[config.mk]
export PLATFORM = sky130hd
export DESIGN_NAME = aha_tlx_fwd_credit_ctrl_flat
export DESIGN_NICKNAME = d
export VERILOG_FILES = /design/src/rtl/aha_tlx_fwd_credit_ctrl_pkg.sv /design/src/rtl/aha_tlx_fwd_credit_ctrl_if.sv /design/src/rtl/aha_tlx_fwd_credit_ctrl_reg_slice.sv /design/src/rtl/aha_tlx_fwd_credit_ctrl.sv /design/src/flat_wrapper.sv
export SDC_FILE = /design/constraint.sdc
export NUM_CORES = 1
export LEC_CHECK = 0
export ABC_AREA = 1
export CAP_MARGIN = 20
export CORE_AREA = 2 2 92 72
export DETAILED_ROUTE_END_ITERATION = 10
export DIE_AREA = 0 0 94 74
export GPL_TIMING_DRIVEN = 0
export PLACE_DENSITY = 0.84
export SLEW_MARGIN = 10
export SYNTH_ARGS = -nofsm -noshare
export SYNTH_HDL_FRONTEND = slang
export SYNTH_HIERARCHICAL = 1
export SYNTH_SLANG_ARGS = --single-unit
[constraint.sdc]
create_clock -name TLX_SIB_CLK -period 7.05 [get_ports TLX_SIB_CLK]
set_input_delay 2.115 -clock TLX_SIB_CLK [delete_from_list [all_inputs] [get_ports TLX_SIB_CLK]]
set_output_delay 2.115 -clock TLX_SIB_CLK [all_outputs]
set_load 0.02 [all_outputs]
[src/rtl/aha_tlx_fwd_credit_ctrl_pkg.sv]
// aha_tlx_fwd_credit_ctrl_pkg: shared state encodings, widths and helpers for the TLX forward credit controller
package aha_tlx_fwd_credit_ctrl_pkg;
  localparam int TLX_CR_W = 3;
  typedef logic [1:0] tlx_state_t;
  localparam tlx_state_t ST_IDLE   = 2'd0;
  localparam tlx_state_t ST_ACTIVE = 2'd1;
  localparam tlx_state_t ST_DRAIN  = 2'd2;
  function automatic int credit_w(input int max_credits);
    return $clog2(max_credits + 1);
  endfunction
endpackage

[src/rtl/aha_tlx_fwd_credit_ctrl_if.sv]
// aha_tlx_fwd_credit_ctrl_if: payload, credit-return and status signals of the TLX forward channel
interface aha_tlx_fwd_credit_ctrl_if
  import aha_tlx_fwd_credit_ctrl_pkg::*;
#(
  parameter int DATA_W      = 40,
  parameter int MAX_CREDITS = 16
);
  localparam int CW = credit_w(MAX_CREDITS);
  logic                LINK_EN;
  logic                S_TVALID;
  logic                S_TREADY;
  logic [DATA_W-1:0]   S_TDATA;
  logic                M_TVALID;
  logic                M_TREADY;
  logic [DATA_W-1:0]   M_TDATA;
  logic                CR_TVALID;
  logic                CR_TREADY;
  logic [TLX_CR_W-1:0] CR_TDATA;
  logic                LINK_ACTIVE;
  logic [CW-1:0]       CREDIT_CNT;
  logic                CREDIT_OVF;
  logic                DRAIN_TO;
  modport slave (
    input  LINK_EN, S_TVALID, S_TDATA, M_TREADY, CR_TVALID, CR_TDATA,
    output S_TREADY, M_TVALID, M_TDATA, CR_TREADY, LINK_ACTIVE, CREDIT_CNT, CREDIT_OVF, DRAIN_TO
  );
  modport master (
    output LINK_EN, S_TVALID, S_TDATA, M_TREADY, CR_TVALID, CR_TDATA,
    input  S_TREADY, M_TVALID, M_TDATA, CR_TREADY, LINK_ACTIVE, CREDIT_CNT, CREDIT_OVF, DRAIN_TO
  );
endinterface

[src/rtl/aha_tlx_fwd_credit_ctrl_reg_slice.sv]
// aha_tlx_fwd_credit_ctrl_reg_slice: one-entry valid/data output register with ready back-pressure
module aha_tlx_fwd_credit_ctrl_reg_slice #(
  parameter int DATA_W = 40
) (
  input  logic              clk_i,
  input  logic              rst_ni,
  input  logic              in_valid_i,
  input  logic [DATA_W-1:0] in_data_i,
  output logic              in_ready_o,
  output logic              out_valid_o,
  output logic [DATA_W-1:0] out_data_o,
  input  logic              out_ready_i
);
  logic              valid_q;
  logic [DATA_W-1:0] data_q;
  assign in_ready_o  = !valid_q || out_ready_i;
  assign out_valid_o = valid_q;
  assign out_data_o  = data_q;
  // load a new beat when offered, otherwise empty only on a downstream handshake
  always_ff @(posedge clk_i or negedge rst_ni) begin
    if (!rst_ni) begin
      valid_q <= 1'b0;
      data_q  <= '0;
    end else if (in_valid_i) begin
      valid_q <= 1'b1;
      data_q  <= in_data_i;
    end else if (out_ready_i) begin
      valid_q <= 1'b0;
    end
  end
endmodule

[src/rtl/aha_tlx_fwd_credit_ctrl.sv]
// aha_tlx_fwd_credit_ctrl: credit-gated forward payload path with link bring-up/drain sequencing
module aha_tlx_fwd_credit_ctrl
  import aha_tlx_fwd_credit_ctrl_pkg::*;
#(
  parameter int DATA_W        = 40,
  parameter int MAX_CREDITS   = 16,
  parameter int INIT_CREDITS  = 16,
  parameter int DRAIN_TIMEOUT = 1023
) (
  input logic                      TLX_SIB_CLK,
  input logic                      TLX_SIB_RESETn,
  aha_tlx_fwd_credit_ctrl_if.slave bus
);
  localparam int CW = credit_w(MAX_CREDITS);
  localparam int TW = $clog2(DRAIN_TIMEOUT + 1);
  localparam logic [CW:0]   MAX_V  = (CW+1)'(MAX_CREDITS);
  localparam logic [CW-1:0] INIT_V = CW'(INIT_CREDITS);
  localparam logic [TW-1:0] TO_V   = TW'(DRAIN_TIMEOUT);
  tlx_state_t    state_q, state_d;
  logic [CW-1:0] cnt_q, cnt_d;
  logic [TW-1:0] timer_q, timer_d;
  logic          ovf_q, ovf_d, to_q, to_d, cr_rdy_q;
  logic          slice_rdy, m_valid, s_rdy, consume, go_active, timeout;
  logic [CW:0]   sum;
  assign s_rdy     = state_q == ST_ACTIVE && cnt_q != '0 && slice_rdy;
  assign consume   = bus.S_TVALID && s_rdy;
  assign go_active = state_q == ST_IDLE && bus.LINK_EN;
  assign timeout   = state_q == ST_DRAIN && timer_q == TO_V;
  assign sum       = {1'b0, cnt_q} + (CW+1)'(bus.CR_TVALID ? bus.CR_TDATA : '0) - (CW+1)'(consume);
  aha_tlx_fwd_credit_ctrl_reg_slice #(.DATA_W(DATA_W)) u_slice (
    .clk_i       (TLX_SIB_CLK),
    .rst_ni      (TLX_SIB_RESETn),
    .in_valid_i  (consume),
    .in_data_i   (bus.S_TDATA),
    .in_ready_o  (slice_rdy),
    .out_valid_o (m_valid),
    .out_data_o  (bus.M_TDATA),
    .out_ready_i (bus.M_TREADY)
  );
  assign bus.S_TREADY    = s_rdy;
  assign bus.M_TVALID    = m_valid;
  assign bus.CR_TREADY   = cr_rdy_q;
  assign bus.LINK_ACTIVE = state_q == ST_ACTIVE;
  assign bus.CREDIT_CNT  = cnt_q;
  assign bus.CREDIT_OVF  = ovf_q;
  assign bus.DRAIN_TO    = to_q;
  // drain leaves only once the output slice is empty, whether by credits settling or by timeout
  always_comb begin
    state_d = go_active ? ST_ACTIVE :
              (state_q == ST_ACTIVE && !bus.LINK_EN) ? ST_DRAIN :
              (state_q == ST_DRAIN && !m_valid && (cnt_q == INIT_V || timeout)) ? ST_IDLE : state_q;
    cnt_d   = state_q == ST_IDLE ? INIT_V : sum > MAX_V ? MAX_V[CW-1:0] : sum[CW-1:0];
    ovf_d   = !go_active && (ovf_q || (state_q != ST_IDLE && sum > MAX_V));
    to_d    = !go_active && (to_q || timeout);
    timer_d = state_q != ST_DRAIN ? '0 : timeout ? timer_q : timer_q + TW'(1);
  end
  // controller state, credit counter, drain timer and sticky flags
  always_ff @(posedge TLX_SIB_CLK or negedge TLX_SIB_RESETn) begin
    if (!TLX_SIB_RESETn) begin
      state_q  <= ST_IDLE;
      cnt_q    <= INIT_V;
      timer_q  <= '0;
      ovf_q    <= 1'b0;
      to_q     <= 1'b0;
      cr_rdy_q <= 1'b0;
    end else begin
      state_q  <= state_d;
      cnt_q    <= cnt_d;
      timer_q  <= timer_d;
      ovf_q    <= ovf_d;
      to_q     <= to_d;
      cr_rdy_q <= 1'b1;
    end
  end
endmodule

[src/flat_wrapper.sv]
// flat-port wrapper written by rule: the top's interface ports become plain ports
module aha_tlx_fwd_credit_ctrl_flat import aha_tlx_fwd_credit_ctrl_pkg::*;
#(
  parameter int DATA_W        = 40,
  parameter int MAX_CREDITS   = 16,
  parameter int INIT_CREDITS  = 16,
  parameter int DRAIN_TIMEOUT = 1023
)
  (TLX_SIB_CLK, TLX_SIB_RESETn, bus_LINK_EN, bus_S_TVALID, bus_S_TDATA, bus_M_TREADY, bus_CR_TVALID, bus_CR_TDATA, bus_S_TREADY, bus_M_TVALID, bus_M_TDATA, bus_CR_TREADY, bus_LINK_ACTIVE, bus_CREDIT_CNT, bus_CREDIT_OVF, bus_DRAIN_TO);
  aha_tlx_fwd_credit_ctrl_if #(.DATA_W(DATA_W), .MAX_CREDITS(MAX_CREDITS)) bus_i ();
  input logic TLX_SIB_CLK;
  input logic TLX_SIB_RESETn;
  input wire logic [$bits(bus_i.LINK_EN)-1:0] bus_LINK_EN;
  input wire logic [$bits(bus_i.S_TVALID)-1:0] bus_S_TVALID;
  input wire logic [$bits(bus_i.S_TDATA)-1:0] bus_S_TDATA;
  input wire logic [$bits(bus_i.M_TREADY)-1:0] bus_M_TREADY;
  input wire logic [$bits(bus_i.CR_TVALID)-1:0] bus_CR_TVALID;
  input wire logic [$bits(bus_i.CR_TDATA)-1:0] bus_CR_TDATA;
  output wire logic [$bits(bus_i.S_TREADY)-1:0] bus_S_TREADY;
  output wire logic [$bits(bus_i.M_TVALID)-1:0] bus_M_TVALID;
  output wire logic [$bits(bus_i.M_TDATA)-1:0] bus_M_TDATA;
  output wire logic [$bits(bus_i.CR_TREADY)-1:0] bus_CR_TREADY;
  output wire logic [$bits(bus_i.LINK_ACTIVE)-1:0] bus_LINK_ACTIVE;
  output wire logic [$bits(bus_i.CREDIT_CNT)-1:0] bus_CREDIT_CNT;
  output wire logic [$bits(bus_i.CREDIT_OVF)-1:0] bus_CREDIT_OVF;
  output wire logic [$bits(bus_i.DRAIN_TO)-1:0] bus_DRAIN_TO;
  assign bus_i.LINK_EN = bus_LINK_EN;
  assign bus_i.S_TVALID = bus_S_TVALID;
  assign bus_i.S_TDATA = bus_S_TDATA;
  assign bus_i.M_TREADY = bus_M_TREADY;
  assign bus_i.CR_TVALID = bus_CR_TVALID;
  assign bus_i.CR_TDATA = bus_CR_TDATA;
  assign bus_S_TREADY = bus_i.S_TREADY;
  assign bus_M_TVALID = bus_i.M_TVALID;
  assign bus_M_TDATA = bus_i.M_TDATA;
  assign bus_CR_TREADY = bus_i.CR_TREADY;
  assign bus_LINK_ACTIVE = bus_i.LINK_ACTIVE;
  assign bus_CREDIT_CNT = bus_i.CREDIT_CNT;
  assign bus_CREDIT_OVF = bus_i.CREDIT_OVF;
  assign bus_DRAIN_TO = bus_i.DRAIN_TO;
  aha_tlx_fwd_credit_ctrl #(.DATA_W(DATA_W), .MAX_CREDITS(MAX_CREDITS), .INIT_CREDITS(INIT_CREDITS), .DRAIN_TIMEOUT(DRAIN_TIMEOUT)) u_core (.TLX_SIB_CLK(TLX_SIB_CLK), .TLX_SIB_RESETn(TLX_SIB_RESETn), .bus(bus_i));
endmodule
Yosys cells after proc, flatten, opt, wreduce, memory -nomap -nowiden
Cells that the tools add are included.
{"block": "word_totals", "reg_bits": 61, "in_bits": 49, "output_inout_bits": 51, "word_cells": 51}
{"block": "classes", "addsub": 3, "n_lt_le_gt_ge": 1, "n_eq_ne": 6, "muxes": 10, "reduce_logical": 23}
{"cell": "10-bit two-way mux", "n": 2}
{"cell": "1-bit logical AND", "n": 11}
{"cell": "10-bit by 1-bit adder with 10-bit output, second input constant", "n": 1}
{"cell": "10-bit == test, second input constant", "n": 1}
{"cell": "5-bit two-way mux", "n": 2}
{"cell": "5-bit by 6-bit adder with 6-bit output", "n": 1}
{"cell": "6-bit by 5-bit > comparator with 1-bit output, second input constant", "n": 1}
{"cell": "2-bit two-way mux", "n": 3}
{"cell": "6-bit by 1-bit subtractor with 6-bit output", "n": 1}
{"cell": "5-bit == test, second input constant", "n": 1}
{"cell": "5-bit nonzero test", "n": 1}
{"cell": "1-bit logical OR", "n": 4}
{"cell": "2-bit != test, second input constant", "n": 2}
{"cell": "2-bit nonzero test", "n": 2}
{"cell": "1-bit zero test", "n": 3}
{"cell": "3-bit two-way mux", "n": 1}
{"cell": "3-bit nonzero test", "n": 1}
{"cell": "2-bit by 1-bit == test with 1-bit output, second input constant", "n": 1}
{"cell": "2-bit == test, second input constant", "n": 1}
{"cell": "2-bit zero test", "n": 1}
{"cell": "1-bit two-way mux", "n": 2}

Depth between registers and ports, before layout
Gate-level depths: netlist of run 1.
{"block": "logic_depth", "word_depth": 9, "depth_mapped": 17, "depth_no_buf": 17}

Modules after synthesis
The synthesis of run 1 kept the hierarchy.
{"module": "aha_tlx_fwd_credit_ctrl_reg_slice", "n_inst": 1, "cells_per_inst": 174, "area_per_inst_um2": 1641.6, "seq_area_each_um2": 1026.0}
{"module": "aha_tlx_fwd_credit_ctrl", "n_inst": 1, "cells_per_inst": 157, "area_per_inst_um2": 1239.9, "seq_area_each_um2": 501.7}

Least setup slack after synthesis of run 1
No wires, ideal clock.
{"block": "synth_path", "path_kind": "in2out", "from": "input port bus_M_TREADY", "to": "output port bus_S_TREADY", "arrival_time_ns": 2.446, "required_time_ns": 4.935, "setup_slack_ns": 2.489, "path_stages": 4, "n_path_buf": 0, "path_cell_list": "inv_1 nand2_1 nand3_1 inv_1"}
{"block": "synth_via", "elab_chain_len": 2}
{"item": "start: declaration", "line": "flat_wrapper.sv:16", "text": "input wire logic [$bits(bus_i.M_TREADY)-1:0] bus_M_TREADY;"}
{"item": "1-bit logical OR", "line": "aha_tlx_fwd_credit_ctrl_reg_slice.sv:16", "text": "assign in_ready_o = !valid_q || out_ready_i;"}
{"item": "via u_core.slice_rdy", "line": "aha_tlx_fwd_credit_ctrl.sv:23", "text": "logic slice_rdy, m_valid, s_rdy, consume, go_active, timeout;"}
{"item": "1-bit logical AND", "line": "aha_tlx_fwd_credit_ctrl.sv:25", "text": "assign s_rdy = state_q == ST_ACTIVE && cnt_q != '0 && slice_rdy;"}
{"item": "end: declaration", "line": "flat_wrapper.sv:19", "text": "output wire logic [$bits(bus_i.S_TREADY)-1:0] bus_S_TREADY;"}
The timed path passes the listed nets, and every way through them passes these cells.

Worst setup path after layout of run 1
Ends and elaborated chain as after synthesis.

==> results of run 1 <==
## synth_stat cells (3+ instances only)
master and number:
sky130_fd_sc_hd__inv_1 28, sky130_fd_sc_hd__clkbuf_8 4, sky130_fd_sc_hd__a21oi_1 8, sky130_fd_sc_hd__o21ai_0 3, sky130_fd_sc_hd__inv_2 3, sky130_fd_sc_hd__ha_1 9, sky130_fd_sc_hd__nand2_2 10, sky130_fd_sc_hd__xor2_1 3
sky130_fd_sc_hd__nand3_1 16, sky130_fd_sc_hd__nor2_1 18, sky130_fd_sc_hd__dfrtp_1 60, sky130_fd_sc_hd__nand4_1 3, sky130_fd_sc_hd__nand2_1 141, sky130_fd_sc_hd__buf_6 4
## kinds of logic (layout without fill, tap and decap cells)
kind of cell	after synthesis	count (layout)
other	1	1
adder cells (fa/ha/maj)	10	10
flip-flops	61	61
AND/OR/NAND/NOR	198	198
buffers and inverters	41	156
AO/OA/AOI/OAI	16	16
XOR/XNOR	4	4
## worst max-delay path: stages
cell	delay [ps]
sky130_fd_sc_hd__clkdlybuf4s50_1	450
sky130_fd_sc_hd__inv_1	30
sky130_fd_sc_hd__nand2_1	70
sky130_fd_sc_hd__nand3_1	100
sky130_fd_sc_hd__inv_1	70
sky130_fd_sc_hd__clkdlybuf4s50_1	600
## layout by cell type, fill, tap and decap left out, types with 2 or more instances in the layout
cell / netlist / layout
sky130_fd_sc_hd__inv_2: 3 / 3
sky130_fd_sc_hd__buf_6: 4 / 4
sky130_fd_sc_hd__ha_1: 9 / 9
sky130_fd_sc_hd__xor2_1: 3 / 3
sky130_fd_sc_hd__nand4_1: 3 / 3
sky130_fd_sc_hd__a21oi_1: 8 / 8
sky130_fd_sc_hd__clkbuf_8: 4 / 15
sky130_fd_sc_hd__nand3_1: 16 / 16
sky130_fd_sc_hd__nor3_1: 2 / 2
sky130_fd_sc_hd__nand2_2: 10 / 10
sky130_fd_sc_hd__nor2_2: 2 / 2
sky130_fd_sc_hd__dfrtp_1: 60 / 60
sky130_fd_sc_hd__nor2_4: 2 / 2
sky130_fd_sc_hd__inv_1: 28 / 28
sky130_fd_sc_hd__clkbuf_1: 0 / 3
sky130_fd_sc_hd__clkdlybuf4s50_1: 0 / 98
sky130_fd_sc_hd__o21ai_1: 2 / 2
sky130_fd_sc_hd__nor2_1: 18 / 18
sky130_fd_sc_hd__o21ai_0: 3 / 3
sky130_fd_sc_hd__nand2_1: 141 / 141
## power breakdown
| group | internal, mW | switching, mW | total [mW] |
|---|---|---|---|
| Clock | 0.182 | 0.124 | 0.307 |
| Sequential | 0.362 | 0.00679 | 0.369 |
| Combinational | 0.0958 | 0.131 | 0.227 |
## routing by layer
layer / GRT usage / up-vias / part of all wire
met5: 0 / - / 0
met4: 0.0757 / 0 / 0.018
met3: 0.0598 / 15 / 0.073
met2: 0.316 / 80 / 0.47
met1: 0.241 / 1118 / 0.44
li1: - / 1240 / -
## worst paths after layout
check	to	slack [ps]
max	bus_S_TREADY	1510
min	u_core/u_slice/out_data_o[6]	470
max reg2reg	u_core/bus.CREDIT_CNT[1]	4160
min reg2reg	u_core/u_slice/out_data_o[6]	470
max in group asynchronous	u_core/u_slice/out_data_o[17]	4700
min in group asynchronous	u_core/u_slice/out_data_o[33]	1850
## final cells by class
class | count | area, µm²
fill | 505 | 1930
sequential | 61 | 1530
multi-input combinational | 229 | 1110
timing repair buffer | 99 | 988
clock buffer | 14 | 163
inverter | 32 | 128
buffer | 9 | 120
tap | 81 | 101
clock inverter | 2 | 35.0
## metrics by stage
step	instances	setup WS, ps	utilization	power (mW)	hold slack [ps]
floorplan	331	2490	-	0.516	468
global placement	511	1520	0.651	0.591	453
detailed placement	511	1500	0.651	0.600	457
CTS	527	1500	0.683	0.913	473
global route	527	1450	0.683	0.956	498
finish	527	1510	0.683	0.903	468
## flip-flops by register name, summed over array words and instances, names as in the netlist
name	cells
u_core/bus.CREDIT_CNT	5
u_core/bus.CREDIT_OVF	1
u_core/bus.CR_TREADY	1
u_core/bus.DRAIN_TO	1
u_core/state_q	2
u_core/timer_q	10
u_core/u_slice/out_data_o	40
u_core/u_slice/out_valid_o	1
==> impl_results.rst, run 1 <==
.. list-table::
   :header-rows: 1

   * - Metric
     - Value
   * - First-pass GRT wire length
     - roughly 10 mm
   * - Cell count of the worst hold path
     - 2
   * - Routed len/inst
     - ~12 µm
   * - Number of nets produced by synthesis
     - between 300 and 400
   * - Maximum clock insertion buffer count
     - 2
   * - Cell chosen for the clock root
     - sky130_fd_sc_hd__clkbuf_8
   * - Hold Fails Final Rpt
     - 0
   * - DRC viols
     - 0
   * - Critical Path Fanout Max
     - 2
   * - Post-Place Cell Area
     - roughly 0.0040 mm²
   * - Antenna violations before repair
     - 0
   * - Final Slew Violations
     - 0
   * - Cell Area, Synth
     - between 0.002 and 0.003 mm²
   * - Number of distinct library cell variants in the gate-level netlist after synthesis
     - 31
   * - Largest voltage drop on the vdd net
     - 0.131 mV
   * - Tcrit/Tclk final
     - 0.786
   * - Seq/Total Area, Yosys
     - 0.530
   * - Share of final-layout standard cells stronger than drive strength 1
     - 0.101
   * - Remaining antenna violation count after routing
     - 0
   * - Initial DRC count
     - 99
   * - Worst min-delay path category
     - register to register
   * - Portion of netlist area occupied by mux cells
     - 0
   * - Reg-to-Reg Start
     - u_core/bus.CREDIT_CNT[4]
   * - Number of cell instances on the worst register-to-register path
     - 15
   * - Post-Syn Area per Cell
     - between 8 and 9 µm²
   * - RD Place Congestion
     - between 0.8 and 0.9
   * - Number of synthesized flops with an enable pin
     - 0
   * - Clock skew after layout
     - about 8.3 ps
   * - Startpoint types
     - input pin
   * - Final instance area
     - 0.00417 mm²
   * - GRT Util Overall
     - 0.192
   * - P per Cell Area
     - between 200 and 250 mW/mm²
   * - Worst Hold Launch
     - u_core/u_slice/out_data_o[6]
   * - Final nets
     - 500
   * - Largest family of logic cells by synthesized area
     - simple AND/OR/NAND/NOR gates
   * - Worst-Skew Late Latency
     - between 300 and 400 ps
   * - Pin count of the biggest net entering global routing
     - 62
   * - Req. time, crit path
     - 4930 ps
   * - Core Footprint
     - slightly above 0.006 mm²
   * - Via-to-Cell Ratio
     - between 4 and 5
   * - Number of warnings printed during yosys synthesis
     - 6
   * - Final TNS setup
     - 0 ps
   * - Total of hold buffers inserted after clock tree synthesis
     - 0
   * - CTS resizes
     - 0
   * - Total number of vias
     - 2453
   * - Sort of element at the end of the critical path
     - output port
   * - XOR/XNOR Fraction of Synth Area
     - 0.0122
   * - Antenna cell count
     - 0
   * - Setup violators final
     - 0
   * - Num rows
     - 25
   * - Ranking of synthesized cells by area
     - sky130_fd_sc_hd__dfrtp_1 (52%), sky130_fd_sc_hd__nand2_1 (18%), sky130_fd_sc_hd__ha_1 (3.9%)
   * - Async S/R FF share, synth
     - 1.00
   * - Post-layout min period
     - 5540 ps
   * - Pre-antenna DRT Iters
     - 4
   * - Flop and latch count out of synthesis
     - 61
   * - Starting density of the core
     - 0.472
   * - Fmax
     - between 150 and 200 MHz
   * - Post-Synth Adder-Cell Area
     - 0.0460
   * - Die width
     - about 94 µm
   * - Top cell type by total area after synthesis
     - sky130_fd_sc_hd__dfrtp_1
   * - Sum of overflow across all layers after global routing
     - 0
   * - Post-Syn Instances
     - roughly 330
   * - Slew at the pin closest to its max-slew limit
     - 751 ps
   * - Simple-gate share of the synthesized area
     - 0.294
   * - HPWL after DPL
     - roughly 4.8 mm
   * - Clock slew at the register clock pins of the worst setup and hold paths
     - 50 ps
   * - Number of top-level pins
     - 100
   * - Fraction of the mapped netlist area in compound gates
     - 0.0304
   * - CTS tree
     - built
   * - Number of buffers created by CTS
     - 9
   * - Number of H-tree levels
     - 3
   * - Run status
     - finished, final reports clean
   * - Die height
     - roughly 74 µm
   * - Commonest register cell after synthesis
     - sky130_fd_sc_hd__dfrtp_1
   * - Overall die area
     - slightly below 0.007 mm²
   * - Max-slew headroom
     - 0.499
   * - Number of clock sinks
     - 61
   * - Max-Cap Viols
     - 0
   * - Lkg Pwr
     - 2.10 nW
   * - Via count of the first global-routing pass
     - between 2000 and 2500
   * - Number of port buffers
     - 99
   * - Origin of the worst setup path
     - bus_M_TREADY
   * - Synth top area share
     - 0.521
   * - Data arrival time at the worst-slack endpoint
     - about 3400 ps
   * - Final wirelength
     - ~6.4 mm
   * - Number of post-CTS setup repair buffers
     - 0
   * - Layout Area Growth over Synthesis
     - 44.7%
   * - Path type of the worst setup path
     - input pin to output port
   * - RSZ-0062 raised after global routing
     - no
No activity file was read; power rests on OpenSTA's default activity.
==> run 2, diff against run 1 <==
--- a/config.mk
+++ b/config.mk
@@ -7,11 +7,11 @@
 export LEC_CHECK = 0
 export ABC_AREA = 1
 export CAP_MARGIN = 20
-export CORE_AREA = 2 2 92 72
+export CORE_AREA = 2 2 96 75
 export DETAILED_ROUTE_END_ITERATION = 10
-export DIE_AREA = 0 0 94 74
+export DIE_AREA = 0 0 98 77
 export GPL_TIMING_DRIVEN = 0
-export PLACE_DENSITY = 0.84
+export PLACE_DENSITY = 0.78
 export SLEW_MARGIN = 10
 export SYNTH_ARGS = -nofsm -noshare
 export SYNTH_HDL_FRONTEND = slang
==> constraint.sdc (replaced) <==
create_clock -name TLX_SIB_CLK -period 5.2 [get_ports TLX_SIB_CLK]
set_input_delay 1.56 -clock TLX_SIB_CLK [delete_from_list [all_inputs] [get_ports TLX_SIB_CLK]]
set_output_delay 1.56 -clock TLX_SIB_CLK [all_outputs]
set_load 0.02 [all_outputs]
==> run 2 against run 1 <==
Net effect:
- non-clock buffer count did not move
- first-iteration DRC count decreased by 24%
- clock skew about the same
- hold slack better by 1.4 ps
- wire length is 0.55% higher
- cell area fell by 0.39%
- combinational power grew 32%
- total power grew 30%
- via count is 1.7% lower
- register-to-register slack worse by 1800 ps
- clock-buffer cell count fell by 2
- sequential power up 36%
- largest cell class unchanged
- largest power group unchanged
==> impl_results.rst, run 2 (synthesis gave the netlist of run 1 again) <==
.. list-table::
   :header-rows: 1

   * - Metric
     - Value
   * - Run status
     - finished, final reports clean (unchanged)
   * - Max-slew headroom
     - 0.499 (about the same)
   * - Endpoint of the most critical register-to-register path
     - u_core/bus.CREDIT_CNT[1] (unchanged)
   * - Smallest hold slack
     - 469 ps (was 468 ps)
   * - Cell chosen for the clock root
     - sky130_fd_sc_hd__clkbuf_8 (unchanged)
   * - Int Power
     - 0.817 mW (was 0.641 mW)
   * - Remaining antenna violation count after routing
     - 0 (unchanged)
   * - Sw Pwr
     - 0.357 mW (was 0.262 mW)
   * - Number of cell instances on the worst register-to-register path
     - 15 (unchanged)
   * - Antenna violations before repair
     - 0 (unchanged)
   * - Number of flip-flops in the largest register
     - 40 (unchanged)
   * - Final nets
     - 500 (unchanged)
   * - Total of hold buffers inserted after clock tree synthesis
     - 0 (unchanged)
   * - Overall die area
     - 0.00755 mm² (was 0.00696 mm²)
   * - Switching power as a share of total power
     - 0.304 (was 0.290)
   * - Critical Path Fanout Max
     - 2 (unchanged)
   * - Core Footprint
     - 0.00660 mm² (was 0.00610 mm²)
   * - Initial DRC count
     - 75 (was 99)
   * - RSZ-0062 raised after global routing
     - no (unchanged)
   * - GRT Util Overall
     - 0.186 (was 0.192)
   * - Clock slew at the register clock pins of the worst setup and hold paths
     - 60 ps (was 50 ps)
   * - Hold Crit Endpoint
     - u_core/u_slice/out_data_o[24] (was u_core/u_slice/out_data_o[6])
   * - Max-Cap Viols
     - 0 (unchanged)
   * - Combinational power share
     - 0.256 (was 0.251)
   * - CTS resizes
     - 0 (unchanged)
   * - HPWL after DPL
     - 4.77 mm (was 4.78 mm)
   * - Tcrit/Tclk final
     - 0.855
   * - Data arrival time at the worst-slack endpoint
     - 2890 ps (was 3430 ps)
   * - Layout Area Growth over Synthesis
     - 44.1% (was 44.7%)
   * - Starting density of the core
     - 0.436 (was 0.472)
   * - Pin count of the biggest net entering global routing
     - 62 (unchanged)
   * - Die width
     - 98 µm (was 94 µm)
   * - RD Place Congestion
     - 0.860 (was 0.892)
   * - Number of clock sinks
     - 61 (unchanged)
   * - Worst-Skew Late Latency
     - 330 ps (about the same)
   * - Cell count of the worst hold path
     - 2 (unchanged)
   * - Register share of total power
     - 0.427 (was 0.409)
   * - Final TNS setup
     - 0 ps (unchanged)
   * - Final Slew Violations
     - 0 (unchanged)
   * - Slew at the pin closest to its max-slew limit
     - 751 ps (about the same)
   * - Path type of the worst setup path
     - input pin to output port (unchanged)
   * - Number of port buffers
     - 99 (unchanged)
   * - Reg2Reg Setup Slack
     - 2340 ps (was 4160 ps)
   * - First-pass GRT wire length
     - 11.3 mm (was 10.3 mm)
   * - Number of post-CTS setup repair buffers
     - 0 (unchanged)
   * - Number of buffers created by CTS
     - 9 (unchanged)
   * - Largest voltage drop on the vdd net
     - 0.140 mV (was 0.131 mV)
   * - Fmax
     - 225 MHz
   * - Routed len/inst
     - 12.1 µm (about the same)
   * - P per Cell Area
     - 283 mW/mm² (was 217 mW/mm²)
   * - Sum of overflow across all layers after global routing
     - 0 (unchanged)
   * - Number of top-level pins
     - 100 (unchanged)
   * - Sort of element at the end of the critical path
     - output port (unchanged)
   * - DRC viols
     - 0 (unchanged)
   * - Via count of the first global-routing pass
     - 2444 (was 2284)
   * - Die height
     - 77 µm (was 74 µm)
   * - Lkg Pwr
     - 2.10 nW (about the same)
   * - Number of H-tree levels
     - 3 (unchanged)
   * - Req. time, crit path
     - 3640 ps (was 4930 ps)
   * - Total number of vias
     - 2411 (was 2453)
   * - Antenna cell count
     - 0 (unchanged)
   * - Maximum clock insertion buffer count
     - 2 (unchanged)
   * - Top library cells by usage in the layout, fill and taps aside
     - sky130_fd_sc_hd__nand2_1 (141), sky130_fd_sc_hd__clkdlybuf4s50_1 (98), sky130_fd_sc_hd__dfrtp_1 (60) (unchanged)
   * - Pre-antenna DRT Iters
     - 4 (unchanged)
   * - Setup violators final
     - 0 (unchanged)
   * - Post-layout min period
     - 4450 ps
   * - Reg-to-Reg Start
     - u_core/bus.CREDIT_CNT[4] (unchanged)
   * - Clock skew after layout
     - 8.43 ps (was 8.33 ps)
   * - Share of final-layout standard cells stronger than drive strength 1
     - 0.105 (was 0.101)
   * - Fraction of power consumed by the clock network
     - 0.317 (was 0.340)
   * - Hold Fails Final Rpt
     - 0 (unchanged)
   * - Final standard cell utilization of the core
     - 0.629 (was 0.683)
   * - Num rows
     - 26 (was 25)
   * - Startpoint types
     - input pin (unchanged)
   * - Final wirelength
     - 6.40 mm (was 6.37 mm)
   * - Worst Hold Launch
     - u_core/u_slice/out_data_o[24] (was u_core/u_slice/out_data_o[6])
   * - CTS tree
     - built (unchanged)
   * - Most common cell after layout, fill and taps aside
     - sky130_fd_sc_hd__nand2_1 (unchanged)
   * - Via-to-Cell Ratio
     - 4.55 (was 4.65)
   * - Worst min-delay path category
     - register to register (unchanged)
-- run 2: changes by cell type in the layout (fill, tap and decap cells not counted), sizes merged --
cell      change
bufinv        -1
clkinv        +2
clkbuf        -2
clkinvlp      +1
-- run 2: through the flow --
| stage | cells | total power, mW | setup slack, ps | instance area [µm²] |
|---|---|---|---|---|
| floorplan | 331 | 0.699 | 1750 | 2880 |
| global placement | 514 | 0.803 | 608 | 3980 |
| detailed placement | 514 | 0.808 | 761 | 3980 |
| CTS | 530 | 1.19 | 757 | 4150 |
| global route | 530 | 1.25 | 699 | 4150 |
| finish | 530 | 1.17 | 754 | 4150 |
-- run 2: area by class of cell --
type,count,area (µm²)
Multi-Input combinational cell,229,1110
Sequential cell,61,1530
Clock buffer,12,155
Fill cell,596,2450
Clock inverter,4,22.5
Tap cell,84,105
Timing Repair Buffer,99,988
Inverter,32,128
Buffer,9,120
-- run 2: worst max-delay path: stages --
cell,delay (ps)
sky130_fd_sc_hd__clkdlybuf4s50_1,450
sky130_fd_sc_hd__inv_1,40
sky130_fd_sc_hd__nand2_1,70
sky130_fd_sc_hd__nand3_1,100
sky130_fd_sc_hd__inv_1,70
sky130_fd_sc_hd__clkdlybuf4s50_1,600
-- run 2: worst max-delay path by stage --
stage | start | end | slack (ps)
2_1_floorplan | bus_M_TREADY | bus_S_TREADY | 1750
3_3_place_gp | TLX_SIB_RESETn | u_core/u_slice/out_data_o[0] | 610
3_5_place_dp | bus_M_TREADY | bus_S_TREADY | 760
4_1_cts | bus_M_TREADY | bus_S_TREADY | 760
5_1_grt | bus_M_TREADY | bus_S_TREADY | 700
6_report | bus_M_TREADY | bus_S_TREADY | 750
-- run 2: layer usage --
layer / track usage / part of all wire / vias up
li1: - / - / 1237
met1: 0.247 / 0.46 / 1102
met2: 0.295 / 0.47 / 65
met3: 0.0520 / 0.059 / 7
met4: 0.0611 / 0.012 / 0
met5: 0 / 0 / -
-- run 2: power by group through the flow --
stage	Sequential [mW]	Combinational, mW	Clock, mW
2_1_floorplan	0.523	0.177	0
3_3_place_gp	0.509	0.293	0
3_5_place_dp	0.510	0.298	0
4_1_cts	0.501	0.300	0.385
5_1_grt	0.502	0.343	0.408
6_report	0.501	0.300	0.373
